### config.mk
export PLATFORM = sky130hd
export DESIGN_NAME = alu_cmd_sequencer
export DESIGN_NICKNAME = d
export VERILOG_FILES = /design/src/rtl/alu_cmd_sequencer.sv
export SDC_FILE = /design/constraint.sdc
export NUM_CORES = 1
export LEC_CHECK = 0
export BUFFER_PORTS_ARGS = -buffer_cell sky130_fd_sc_hd__buf_2
export CAP_MARGIN = 30
export CORE_MARGIN = 2
export CORE_UTILIZATION = 49
export DETAILED_ROUTE_END_ITERATION = 10
export PLACE_DENSITY = 0.8
export SLEW_MARGIN = 0
export SYNTH_ARGS = -nofsm -noshare
export SYNTH_HDL_FRONTEND = slang
export SYNTH_SLANG_ARGS = --single-unit
### constraint.sdc
create_clock -name clk -period 2.1 [get_ports clk]
set_clock_uncertainty 0.05 [all_clocks]
set_input_delay 0 -clock clk [delete_from_list [all_inputs] [get_ports clk]]
set_output_delay 0 -clock clk [all_outputs]
set_load 0.03 [all_outputs]
### src/rtl/alu_cmd_sequencer.sv
// Command feeder for the 4-bit signed ALU: buffers {opcode, a, b} in a small FIFO,
// presents the head to the ALU and captures Z with its opcode into a result register.
module alu_cmd_sequencer #(
    parameter int DEPTH = 4,
    parameter int CNT_W = 8
) (
    input  logic                     clk,
    input  logic                     rst,
    input  logic                     flush,
    input  logic                     cmd_valid,
    output logic                     cmd_ready,
    input  logic [2:0]               cmd_opcode,
    input  logic [3:0]               cmd_a,
    input  logic [3:0]               cmd_b,
    output logic [2:0]               alu_opcode,
    output logic [3:0]               alu_a,
    output logic [3:0]               alu_b,
    input  logic [7:0]               alu_z,
    output logic                     res_valid,
    input  logic                     res_ready,
    output logic [7:0]               res_z,
    output logic [2:0]               res_opcode,
    output logic [$clog2(DEPTH):0]   fifo_level,
    output logic [CNT_W-1:0]         op_count
);

    localparam int PW = $clog2(DEPTH);
    localparam int LW = PW + 1;

    logic [2:0]    mem_op [DEPTH];
    logic [3:0]    mem_a  [DEPTH];
    logic [3:0]    mem_b  [DEPTH];
    logic [PW-1:0] wr_ptr;
    logic [PW-1:0] rd_ptr;
    logic [LW-1:0] level;
    logic          full;
    logic          empty;
    logic          push;
    logic          issue;

    assign full  = (level == LW'(DEPTH));
    assign empty = (level == '0);

    // Both handshakes: a transfer happens on the rising edge where valid && ready are
    // both high; ready never depends on valid, and a full FIFO never bypasses to the ALU.
    assign cmd_ready = !full && !rst && !flush;
    assign push      = cmd_valid && cmd_ready;
    assign issue     = !empty && (!res_valid || res_ready) && !rst && !flush;

    assign alu_opcode = empty ? 3'b000 : mem_op[rd_ptr];
    assign alu_a      = empty ? 4'b0000 : mem_a[rd_ptr];
    assign alu_b      = empty ? 4'b0000 : mem_b[rd_ptr];

    assign fifo_level = level;

    // Payload storage needs no reset: entries are only visible through level/rd_ptr.
    always_ff @(posedge clk) begin
        if (push) begin
            mem_op[wr_ptr] <= cmd_opcode;
            mem_a[wr_ptr]  <= cmd_a;
            mem_b[wr_ptr]  <= cmd_b;
        end
    end

    always_ff @(posedge clk) begin
        if (rst) begin
            wr_ptr     <= '0;
            rd_ptr     <= '0;
            level      <= '0;
            res_valid  <= 1'b0;
            res_z      <= 8'h00;
            res_opcode <= 3'b000;
            op_count   <= '0;
        end else if (flush) begin
            wr_ptr     <= '0;
            rd_ptr     <= '0;
            level      <= '0;
            res_valid  <= 1'b0;
            res_z      <= 8'h00;
            res_opcode <= 3'b000;
        end else begin
            if (push) begin
                wr_ptr <= wr_ptr + 1'b1;
            end
            if (issue) begin
                rd_ptr     <= rd_ptr + 1'b1;
                res_z      <= alu_z;
                res_opcode <= alu_opcode;
                res_valid  <= 1'b1;
                op_count   <= op_count + 1'b1;
            end else if (res_valid && res_ready) begin
                res_valid <= 1'b0;
            end
            case ({push, issue})
                2'b10:   level <= level + 1'b1;
                2'b01:   level <= level - 1'b1;
                default: level <= level;
            endcase
        end
    end

endmodule

# After elaboration in Yosys (flattened, before gate mapping)
# Memory sizes are Yosys's and may differ from the RTL's. A register that Yosys moved wholly into a read port is not among the register bits.
# Index checks and enable logic that the tools add are counted.
[op_classes] n_reduce_logical=18 n_addsub=5 eq_ne=3 bitwise_logic=1 mux=14
[ops] cell="$mux W2" count=6
[ops] cell="$add A8 B1 Y8 const B" count=1
[ops] cell="$mux W4" count=2
[ops] cell="$logic_and A1 B1 Y1" count=7
[ops] cell="$pmux W3 S2" count=1
[ops] cell="$logic_not A1 Y1" count=5
[ops] cell="$add A2 B1 Y2 const B" count=2
[ops] cell="$mux W1" count=4
[ops] cell="$reduce_bool A2 Y1" count=2
[ops] cell="$add A3 B1 Y3 const B" count=1
[ops] cell="$eq A3 B3 Y1 const B" count=1
[ops] cell="$logic_not A3 Y1" count=1
[ops] cell="$mux W3" count=1
[ops] cell="$sub A3 B1 Y3 const B" count=1
[ops] cell="$eq A2 B1 Y1 const B" count=1
[ops] cell="$eq A2 B2 Y1 const B" count=1
[ops] cell="$reduce_and A2 Y1" count=1
[ops] cell="$reduce_or A2 Y1" count=1
[ops] cell="$logic_or A1 B1 Y1" count=1
[ops] cell="$not A1 Y1" count=1
[totals] ramBits=44 mem_count=3 regBits=27 out_inout_bits=35 wordCells=51
[mem_list] memory="mem_a" depth=4 word_bits=4 read_ports=1 rd_ports_with_merged_regs=1 wr=1 line_no="31" text="logic [3:0] mem_a [DEPTH];"
[mem_list] memory="mem_b" depth=4 word_bits=4 read_ports=1 rd_ports_with_merged_regs=1 wr=1 line_no="32" text="logic [3:0] mem_b [DEPTH];"
[mem_list] memory="mem_op" depth=4 word_bits=3 read_ports=1 rd_ports_with_merged_regs=1 wr=1 line_no="30" text="logic [2:0] mem_op [DEPTH];"

# Logic depth before layout (Yosys ltp)
[logic_depth] depth_word=7 mapped_depth=10 depth_no_buf=9

# Least setup slack after synthesis
# No wires, ideal clock.
[synth_path] path_type="reg-to-reg" start="register level[0], in the netlist fifo_level[0]" end="register level[2], in the netlist fifo_level[2]" path_stages_with_launch=11 t_arrival_ns=2.367 path_buffers=1 path_slack_ns=-0.386 setup_time_ns=0.070 path_cell_list="dfxtp_1 -> or3_1 -> nand3_4 -> inv_2 -> buf_6 -> ha_1 -> inv_1 -> fa_1 -> xor2_1 -> or3_1 -> a21oi_1"
[synth_between] elab_chain_cells=7
[synth_lines] element="start, declared" line_no="35" text="logic [LW-1:0] level;"
[synth_lines] element="start signal, assigned" line_no="95" text="2'b10: level <= level + 1'b1;"
[synth_lines] element="start signal, assigned" line_no="96" text="2'b01: level <= level - 1'b1;"
[synth_lines] element="start signal, assigned" line_no="97" text="default: level <= level;"
[synth_lines] element="$logic_not A3 Y1 (*)" line_no="42" text="assign empty = (level == '0);"
[synth_lines] element="$logic_not A1 Y1 (*)" line_no="48" text="assign issue = !empty && (!res_valid || res_ready) && !rst && !flush;"
[synth_lines] element="$logic_and A1 B1 Y1 (*) (3 in series)" line_no="48"
[synth_lines] element="via issue" line_no="39" text="logic issue;"
[synth_lines] element="$eq A2 B1 Y1 / $eq A2 B2 Y1 (equally long branches)" line_no="94" text="case ({push, issue})"
[synth_lines] element="$pmux W3 S2 / $reduce_bool A2 Y1 (equally long branches)"
# The timed path passes the listed nets; every way through them passes the cells marked *.
# A chain may end at the register's enable or synchronous reset.

# Worst setup path after layout
[layout_path] start="register level[0], in the netlist fifo_level[0]" end="register level[2], in the netlist fifo_level[2]"
[layout_between] elab_chain_cells=7
[layout_lines] element="$eq A3 B3 Y1 / $logic_not A3 Y1 (equally long branches)" line_no="41, 42"
[layout_lines] element="$logic_not A1 Y1 (on tied branches)" line_no="46, 48"
[layout_lines] element="$logic_and A1 B1 Y1 (on tied branches) (2 in series)" line_no="46, 48"
[layout_lines] element="$logic_and A1 B1 Y1 (on tied branches)" line_no="47, 48"
[layout_lines] element="$eq A2 B1 Y1 / $eq A2 B2 Y1 (equally long branches)" line_no="94"
[layout_lines] element="$pmux W3 S2 / $reduce_bool A2 Y1 (equally long branches)"
# Several ways; a longest one is shown, not always the timed one.

==> results.ini <==
[global_routing]
track_usage_pct = 18.18
grt.overflow.total = 0
grt_max_degree = 19
grt_pass1_wl_um = 8714
grt_pass1_vias = 1792
grt_antenna_before_repair = 0

[drt]
vias_per_cell = 5.024
route.vias.total = 1914
antenna_left = 0
drtPass1Iterations = 4
drt_iter0_markers = 134
drc = 0
routed_wirelength_um = 5640
post_drt_wl_per_cell_um = 14.80

[critical_path]
path_class = flop to flop
crit_arrival_ns = 2.26
crit_path_max_fanout = 6
end_kind = flop
start_kind = flop
reg2regPathDepth = 8
worstPathRequired_ns = 2.31

[finish]
antenna_cells = 0
drive_gt1_share_pct = 34.97
nets = 332
fin_util_pct = 65.16
syn_to_final_growth_pct = 30.72
nFillCells = 406

[timing]
finalCritPeriodShare_pct = 97.82
drv_slew = 0
slew_headroom_pct = 61.67
tightestPinTransition_ns = 0.5750
finalHoldViolCount = 0
setup_viol = 0
fin_crit_ns = 2.054
fin_ws_ns = 0.04569
fmax_ghz = 0.4868

[yosys]
yosys.area.top_type_share_pct = 45.30
synthFlopType = edfxtp_1
yosys_register_bits = 73
synth.largest_area_cell = edfxtp_1
ys_seq_area_share_pct = 65.21
yosysWarnings = 0
synthCells = 210
yosys-top-cells-count = edfxtp_1 (44), nand2_1 (30), dfxtp_1 (29)
synth.distinct_cells = 36
syn_avg_cell_area_um2 = 13.89
synth_nets = 241
async_flop_share_pct = 0
synth_area_leaders = edfxtp_1 (45%), dfxtp_1 (20%), mux4_2 (8.5%)
syn-cell-area_mm2 = 0.002917
synth_edf_count = 44
yosysMostFrequentCell = edfxtp_1

[die]
io_pins = 59
core_area_mm2 = 0.005851
dieArea_mm2 = 0.006585
initial_utilization_pct = 49.85
dieWidth_um = 81.15
die_y_um = 81.15
rows = 28

[pwr]
finalPower_mw = 2.863
p_leak_nw = 1.510
irDropWorstVdd_v = 0.0004422
power.density_mw_per_mm2 = 750.9

[worst_hold_path]
hold_depth = 3
holdCritPathClass = input port to flop

[clock_network]
cts_buffers = 9
htreeDepth = 3
clkSinkCount = 73
ctsRootBufferMaster = clkbuf_8
clock_path_buffers = 2
clk-insertion-delay-late_ns = 0.34
clk_pin_slew_ns = 0.07
cts_tree = built

[flow_run]
max_cap_violations = 0

[place]
dp_slack_ns = 0.05621
port_buffers = 58
gp_congestion = 0.7752
dpl.hpwl_um = 3681

[run_status]
run_status = completed

==> cell type report <==
type	instances	area (µm²)	share of cell area, %
clock inverters	7	93.84	2.461
multi-input cells	121	969.7	25.43
well taps	75	93.84	2.461
inverters	9	43.79	1.149
repair buffers	87	573.1	15.03
clock buffers	9	123.9	3.249
flip-flops and latches	73	1914	50.21
==> path summary, 6_finish.rpt <==
path                      start       endpoint  slack (ns)
setup / recovery  fifo_level[0]  fifo_level[2]        0.05
setup reg to reg  fifo_level[0]  fifo_level[2]        0.05
hold reg to reg        res_z[1]       res_z[1]        0.41
hold / removal        res_ready      res_valid        0.02
==> flip-flops by register name, indices dropped and copies added, names as in the netlist, named ones only <==
| name | cells |
|---|---|
| fifo_level | 3 |
| mem_a | 16 |
| mem_b | 16 |
| mem_op | 12 |
| op_count | 8 |
| rd_ptr | 2 |
| res_opcode | 3 |
| res_valid | 1 |
| res_z | 8 |
| wr_ptr | 2 |
==> per-stage QoR <==
step	hold WS [ns]	instances	setup TNS, ns	instance area, µm²
after global routing	0.06459	381	-0.006950	3812
after floorplan	0.01907	210	0	2963
after global placement	0.1350	343	0	3366
after detailed placement	0.1381	343	0	3366
after CTS	0.01491	380	0	3794
final	0.01916	381	0	3812
==> power breakdown <==
group / switching (mW) / internal (mW)
clock network: 0.528 / 0.669
logic: 0.0702 / 0.0683
registers: 0.00500 / 1.52
==> layer usage <==
layer  routed length (µm)  vias up  GRT usage, %
li1                     -      943             -
met2                 2853       48         30.50
met4                   82        0         5.593
met3                  225        8         5.444
met1                 2477      915         22.80
met5                    0        -             0
==> timing repair <==
| action | in CTS | in global routing |
|---|---|---|
| hold buffers | 21 | 0 |
| setup buffers | 0 | 1 |
| resized for setup | 0 | 6 |
| endpoints found under the setup margin | 0 | 1 |
| endpoints found under the hold margin | 56 | 0 |
==> critical path, cell delays in order, from the launching register on <==
cell and delay, ns:
dfxtp_4 0.37, o311a_4 0.39, inv_4 0.06, ha_4 0.13, inv_2 0.03, fa_2 0.33
xor2_1 0.16, or3_1 0.32, a21oi_2 0.14
==> cells in the final DEF, fill, tap and decap left out, types with 7 or more instances in the layout <==
cell,n
nor2_1,9
nand2_1,30
buf_2,58
dfxtp_1,25
buf_4,7
edfxtp_1,44
clkbuf_8,9
nand3_1,13
dlygate4sd3_1,21
mux4_2,11
and2_1,15
==> cell families after synthesis <==
logic type,Yosys count,share of synthesized area [%]
compound gates,14,3.303
fa+ha+maj,7,3.260
flops,73,65.21
xor+xnor,7,2.102
mux,13,9.181
simple gates,80,14.20
buf+inv,16,2.745
Note: power is estimated with default switching activity, not from simulation.
